**src/rtl/fwd_sel_ctrl.sv**
```systemverilog
// fwd_sel_ctrl
//   Forwarding-select generator for the EX-stage operand muxes. Tracks the
//   destination registers of the instructions in EX and MEM and produces the
//   one-hot selects for the two 3:1 operand muxes
//   (3'b001 regfile, 3'b010 EX/MEM result, 3'b100 MEM/WB result).
//   It also raises the load-use stall toward ID.
//
// Ports
//   clk, rst_n              pipeline clock, async active-low reset
//   hold                    global freeze; all state holds
//   flush                   kill the instruction leaving ID
//   id_valid                ID holds a real instruction
//   id_rs1/2, id_rs1/2_en   ID source indices and read enables
//   id_rd, id_we, id_load   ID destination, write enable, load flag
//   stall                   combinational load-use stall
//   ex_sel1, ex_sel2        registered one-hot operand selects for EX
//   ex_valid                EX holds a real instruction

// Per-operand select logic; one instance per source operand.
module fwd_sel_lane #(
    parameter int REG_AW = 5
) (
    input  logic [REG_AW-1:0] rs,
    input  logic              en,
    input  logic              ex_fwd_ok,   // EX record valid and writing
    input  logic [REG_AW-1:0] ex_rd,
    input  logic              mem_fwd_ok,  // MEM record valid and writing
    input  logic [REG_AW-1:0] mem_rd,
    output logic [2:0]        sel,
    output logic              ex_match     // operand reads EX.rd (for stall)
);
    logic live;
    logic mem_match;

    // x0 is never forwarded: it reads as zero from the regfile.
    assign live      = en & (rs != '0);
    assign ex_match  = live & (rs == ex_rd);
    assign mem_match = live & (rs == mem_rd);

    // Younger producer (EX) wins over MEM.
    always_comb begin
        sel = 3'b001;
        if (ex_match & ex_fwd_ok)
            sel = 3'b010;
        else if (mem_match & mem_fwd_ok)
            sel = 3'b100;
    end
endmodule

module fwd_sel_ctrl #(
    parameter int REG_AW = 5
) (
    input  logic              clk,
    input  logic              rst_n,
    input  logic              hold,
    input  logic              flush,
    input  logic              id_valid,
    input  logic [REG_AW-1:0] id_rs1,
    input  logic [REG_AW-1:0] id_rs2,
    input  logic              id_rs1_en,
    input  logic              id_rs2_en,
    input  logic [REG_AW-1:0] id_rd,
    input  logic              id_we,
    input  logic              id_load,
    output logic              stall,
    output logic [2:0]        ex_sel1,
    output logic [2:0]        ex_sel2,
    output logic              ex_valid
);
    localparam int NUM_OPS = 2;

    typedef struct packed {
        logic [REG_AW-1:0] rd;
        logic              we;
        logic              load;
    } ex_rec_t;

    typedef struct packed {
        logic [REG_AW-1:0] rd;
        logic              we;
    } mem_rec_t;

    // vld_pipe[0] = EX valid, vld_pipe[1] = MEM valid.
    logic [1:0]                      vld_pipe;
    ex_rec_t                         ex_q;
    mem_rec_t                        mem_q;
    logic [NUM_OPS-1:0][2:0]         sel_q;
    logic [NUM_OPS-1:0][2:0]         sel_nxt;
    logic [NUM_OPS-1:0]              ex_match;
    logic [NUM_OPS-1:0][REG_AW-1:0]  op_rs;
    logic [NUM_OPS-1:0]              op_en;
    logic                            ex_fwd_ok;
    logic                            mem_fwd_ok;
    logic                            take;

    assign op_rs = {id_rs2, id_rs1};
    assign op_en = {id_rs2_en, id_rs1_en};

    assign ex_fwd_ok  = vld_pipe[0] & ex_q.we;
    assign mem_fwd_ok = vld_pipe[1] & mem_q.we;

    for (genvar g = 0; g < NUM_OPS; g++) begin : g_op
        fwd_sel_lane #(.REG_AW(REG_AW)) u_lane (
            .rs         (op_rs[g]),
            .en         (op_en[g]),
            .ex_fwd_ok  (ex_fwd_ok),
            .ex_rd      (ex_q.rd),
            .mem_fwd_ok (mem_fwd_ok),
            .mem_rd     (mem_q.rd),
            .sel        (sel_nxt[g]),
            .ex_match   (ex_match[g])
        );
    end

    // A load in EX cannot feed ID next cycle; flush overrides the stall
    // since the dependent instruction is being killed anyway.
    assign stall = id_valid & ~flush & ex_fwd_ok & ex_q.load & (|ex_match);

    // ID instruction actually advances into EX this edge.
    assign take = id_valid & ~flush & ~stall;

    always_ff @(posedge clk or negedge rst_n) begin
        if (!rst_n) begin
            vld_pipe <= '0;
            ex_q     <= '0;
            mem_q    <= '0;
            sel_q    <= {NUM_OPS{3'b001}};
        end else if (!hold) begin
            vld_pipe <= {vld_pipe[0], take};
            mem_q    <= '{rd: ex_q.rd, we: ex_q.we};
            if (take) begin
                ex_q  <= '{rd: id_rd, we: id_we, load: id_load};
                sel_q <= sel_nxt;
            end else begin
                ex_q  <= '0;
                sel_q <= {NUM_OPS{3'b001}};
            end
        end
    end

    assign ex_sel1  = sel_q[0];
    assign ex_sel2  = sel_q[1];
    assign ex_valid = vld_pipe[0];
endmodule
```
**config.mk**
```make
export PLATFORM = sky130hd
export DESIGN_NAME = fwd_sel_ctrl
export DESIGN_NICKNAME = d
export VERILOG_FILES = /design/src/rtl/fwd_sel_ctrl.sv
export SDC_FILE = /design/constraint.sdc
export NUM_CORES = 1
export LEC_CHECK = 0
export CORE_MARGIN = 8
export CORE_UTILIZATION = 40
export CTS_BUF_LIST = sky130_fd_sc_hd__clkbuf_16
export DETAILED_ROUTE_END_ITERATION = 10
export HOLD_SLACK_MARGIN = 0.08
export PLACE_DENSITY = 0.67
export SLEW_MARGIN = 30
export SYNTH_ARGS = -nofsm -noshare
export SYNTH_HDL_FRONTEND = slang
export SYNTH_HIERARCHICAL = 1
export SYNTH_SLANG_ARGS = --single-unit
```
**constraint.sdc**
```tcl
create_clock -name clk -period 2.2 [get_ports clk]
set_input_delay 0.33 -clock clk [delete_from_list [all_inputs] [get_ports clk]]
set_output_delay 0.33 -clock clk [all_outputs]
set_load 0.03 [all_outputs]
```
==> metrics.md <==
| Metric | Value |
|---|---|
| Max-slew violations | 0 |
| Slowest CP cell | or4_4 |
| Pin count of the biggest net entering global routing | 22 |
| DP HPWL | 2.241 mm |
| CP max stage delay | approximately 0.55 ns |
| P per Cell Area | 575.4 nW/um^2 |
| Core box area | approximately 2700 sq um |
| Placer Congestion | ~0.85 |
| Cells after synthesis | 99 |
| Ys flop type | dfrtp_1 |
| Compound-gate portion of the synthesized area | about an eighth |
| # diodes | 0 |
| Die area | around 4800 sq um |
| Number of global-route vias before repair | 1,085 |
| Int Pwr | approximately 0.76 mW |
| P&R area growth vs syn | 52.21% |
| Most used cell, CP | nor3_2 |
| Initial DRC count | 20 |
| Max clock buf depth | 2 |
| Max-cap viol count | 0 |
| Total power | 0.9907 mW |
| Yosys cell types | 28 |
| Yosys warns | 6 |
| Fraction of synthesized area in multiplexers | about 7% |
| Net Count, Synth | 123 |
| Yosys reg bits | 21 |
| CTS root buf | clkbuf_16 |
| Synth Area in Adders | 0% |
| Crit Path Max Fanout | 2 |
| Max Clock Freq | 474.4 MHz |
| Layout cells sized above 1 | roughly a third |
| Register area | between 500 and 600 sq um |
| Buf+Inv Stages, Crit Path | 2 |
| Routed Antenna Nets | 0 |
| Synthesized area | between 1000 and 1500 sq um |
| Sequential-to-total area share from yosys stat | a little under half |
| LEAKAGE | 0.7748 nW |
| Clock slew at reported path FFs | about 0.06 ns |
| Hold/Removal Path Class | primary input to asynchronous set/reset pin |
| Cts bufs inserted | 3 |
| Routed len/inst | 15.86 um |
| Fin nets | 176 |
| Worst setup startpoint | id_rs2[4] |
| Post-synth EDFFs | 0 |
| Outcome | finished, final reports clean |
| Initial antenna violation count | 0 |
| Critical setup path kind | primary input to output pin |
| Vias/cell | just over 5 |
| Critical path capture point type | output pin |
| Clock Latency Late Sink | around 0.25 ns |
| Mean post-synth cell area | 11.43 sq um |
| Total Wirelength | 2.887 mm |
| First-pass GRT wire length | 4.857 mm |
| Total Routing Usage GR | about 12% |
| Sw power | 0.2352 mW |
| Final core utilization | 63.53% |
| Synth Area in XOR/XNOR | 15.49% |
| RSZ-0062 raised after global routing | no |
| Largest family of logic cells by synthesized area | XOR/XNOR gates |
| Kind of cell adding the most delay to the critical path | simple AND/OR/NAND/NOR gates |
| TritonCTS clock tree | done |
| Final Critical Period | approximately 2.1 ns |
| Asr flop ratio synth | 100.0% |
| Combinational Power Share | around 18% |
| Crit path arrival time | about 1.8 ns |
| Cell Rows | 19 |
| Post-Synth Simple-Gate Area | 14.60% |
| Total global routing overflow | 0 |
| Sink Count | 21 |
| Slew headroom | about 80% |
| Initial DRT Pass Iterations | 4 |
| Port Buffer Count | 31 |
| Ports | 32 |
| Die Y-Extent | approximately 69 um |
| Post-CTS Hold Fix Bufs | 0 |
| Sw frac | 23.74% |
| Tightest Pin Transition | between 0.3 and 0.4 ns |
| Worst path cell trace | dlygate4sd2_1 > or4_4 > o21ai_4 > nor3_2 > nor2_1 > nor3_2 > buf_4 |
| Worst R2R Start | ex_q[4] |
| Area of the multi-input gates | ~610 sq um |
| Crit share post-route | a little over nine tenths |
| Via count | about 940 |
| DR DRC count | 0 |
| Final setup violation count | 0 |
| Peak VDD IR | about 0.53 mV |
| Final Hold Viols | 0 |
| Critical path launch point type | primary input |
| CP Data Required Time | roughly 1.9 ns |
| Initial Util | a little over two fifths |
| Die Span X | approximately 69 um |
| Number of H-tree levels | 1 |
| Filler cells | ~240 |
| Skew final | 0.001992 ns |
| Sequential power share | a little over two fifths |
| Most frequent cells in the layout | buf_4, clkdlybuf4s50_1, dfrtp_1, xnor2_1 |
| Clk pwr share | approximately two fifths |
==> synth_stat cells (all sizes together), types with 3 or more instances <==
cell,count,area share [%]
dfrtp,19,42
xnor2,18,14
a22o,10,8.1
mux2,7,7.0
nor3,5,2.2
inv,4,1.3
nand4,4,2.2
nor2,4,1.3
nand2,3,1.0
nor2b,3,1.7
==> registers in the layout, indices dropped and copies added, names as in the netlist <==
register  count
ex_sel1       3
ex_sel2       3
vld_pipe      2
ex_q          7
mem_q         6
==> power groups by stage <==
stage | clock, mW | sequential [mW] | combinational [mW]
after floorplan | 0 | 0.430 | 0.0756
after global routing | 0.419 | 0.429 | 0.194
after CTS | 0.393 | 0.426 | 0.176
after detailed placement | 0 | 0.433 | 0.173
final | 0.386 | 0.427 | 0.178
after global placement | 0 | 0.431 | 0.170
==> kinds of logic (layout without fill, tap and decap cells) <==
logic type                count (synthesis)  after routing
buffers and inverters                     7             59
muxes                                     7              7
DFF                                      21             21
and+or+nand+nor                          27             27
AOI/OAI and AO/OA                        17             17
xor gates and xnor gates                 20             20
==> routing by layer <==
metal  up-vias  track usage [%]  wire length (um)
met5         -                0                 0
met2        20            20.90              1527
met1       452            12.49              1151
li1        457                -                 -
met3         6            2.861               119
met4         0            8.884                89
==> repair_timing <==
item                                    4_1_cts  5_1_grt
pin swaps                                     3        5
buffers inserted                              1        1
endpoints found under the setup margin        1        1
gates resized for setup                      12        4
==> final timing paths <==
check                              to  slack (ns)  cells past startpoint
min                           ex_q[6]        0.42                      2
max reg2reg                ex_sel2[1]        0.37                      7
max                             stall        0.09                      7
max in group asynchronous  ex_sel2[0]        1.51                      2
min reg2reg                   ex_q[0]        0.48                      2
min in group clk              ex_q[0]        0.48                      2
==> through the flow <==
step                      instances  instance area, sq um  setup slack (ns)  hold slack, ns  TNS (ns)
after floorplan                  99                  1131            0.1951         0.03441         0
after global placement          176                  1593          -0.07747          0.4612   -0.3573
after detailed placement        176                  1593           -0.1083          0.4657   -0.8003
after CTS                       181                  1697           0.01027          0.4276         0
after global routing            182                  1722          0.003864          0.4560         0
final                           182                  1722           0.09197          0.4168         0
==> worst reg2reg max path, delay by kind of cell (launching register included) <==
family,cells,cell delay [ns]
DFF,1,0.43
and+or+nand+nor,3,0.47
AOI/OAI and AO/OA,2,0.44
buffers and inverters,1,0.16
xor gates and xnor gates,1,0.22
==> cell type report <==
class,count,share of cell area (%)
repair buffers,51,26.38
multi-input cells,71,35.17
well taps,31,2.253
flip-flops and latches,21,30.67
clock buffers,3,4.360
inverters,4,0.8721
clock inverters,1,0.2907
No activity file was read; power rests on OpenSTA's default activity.
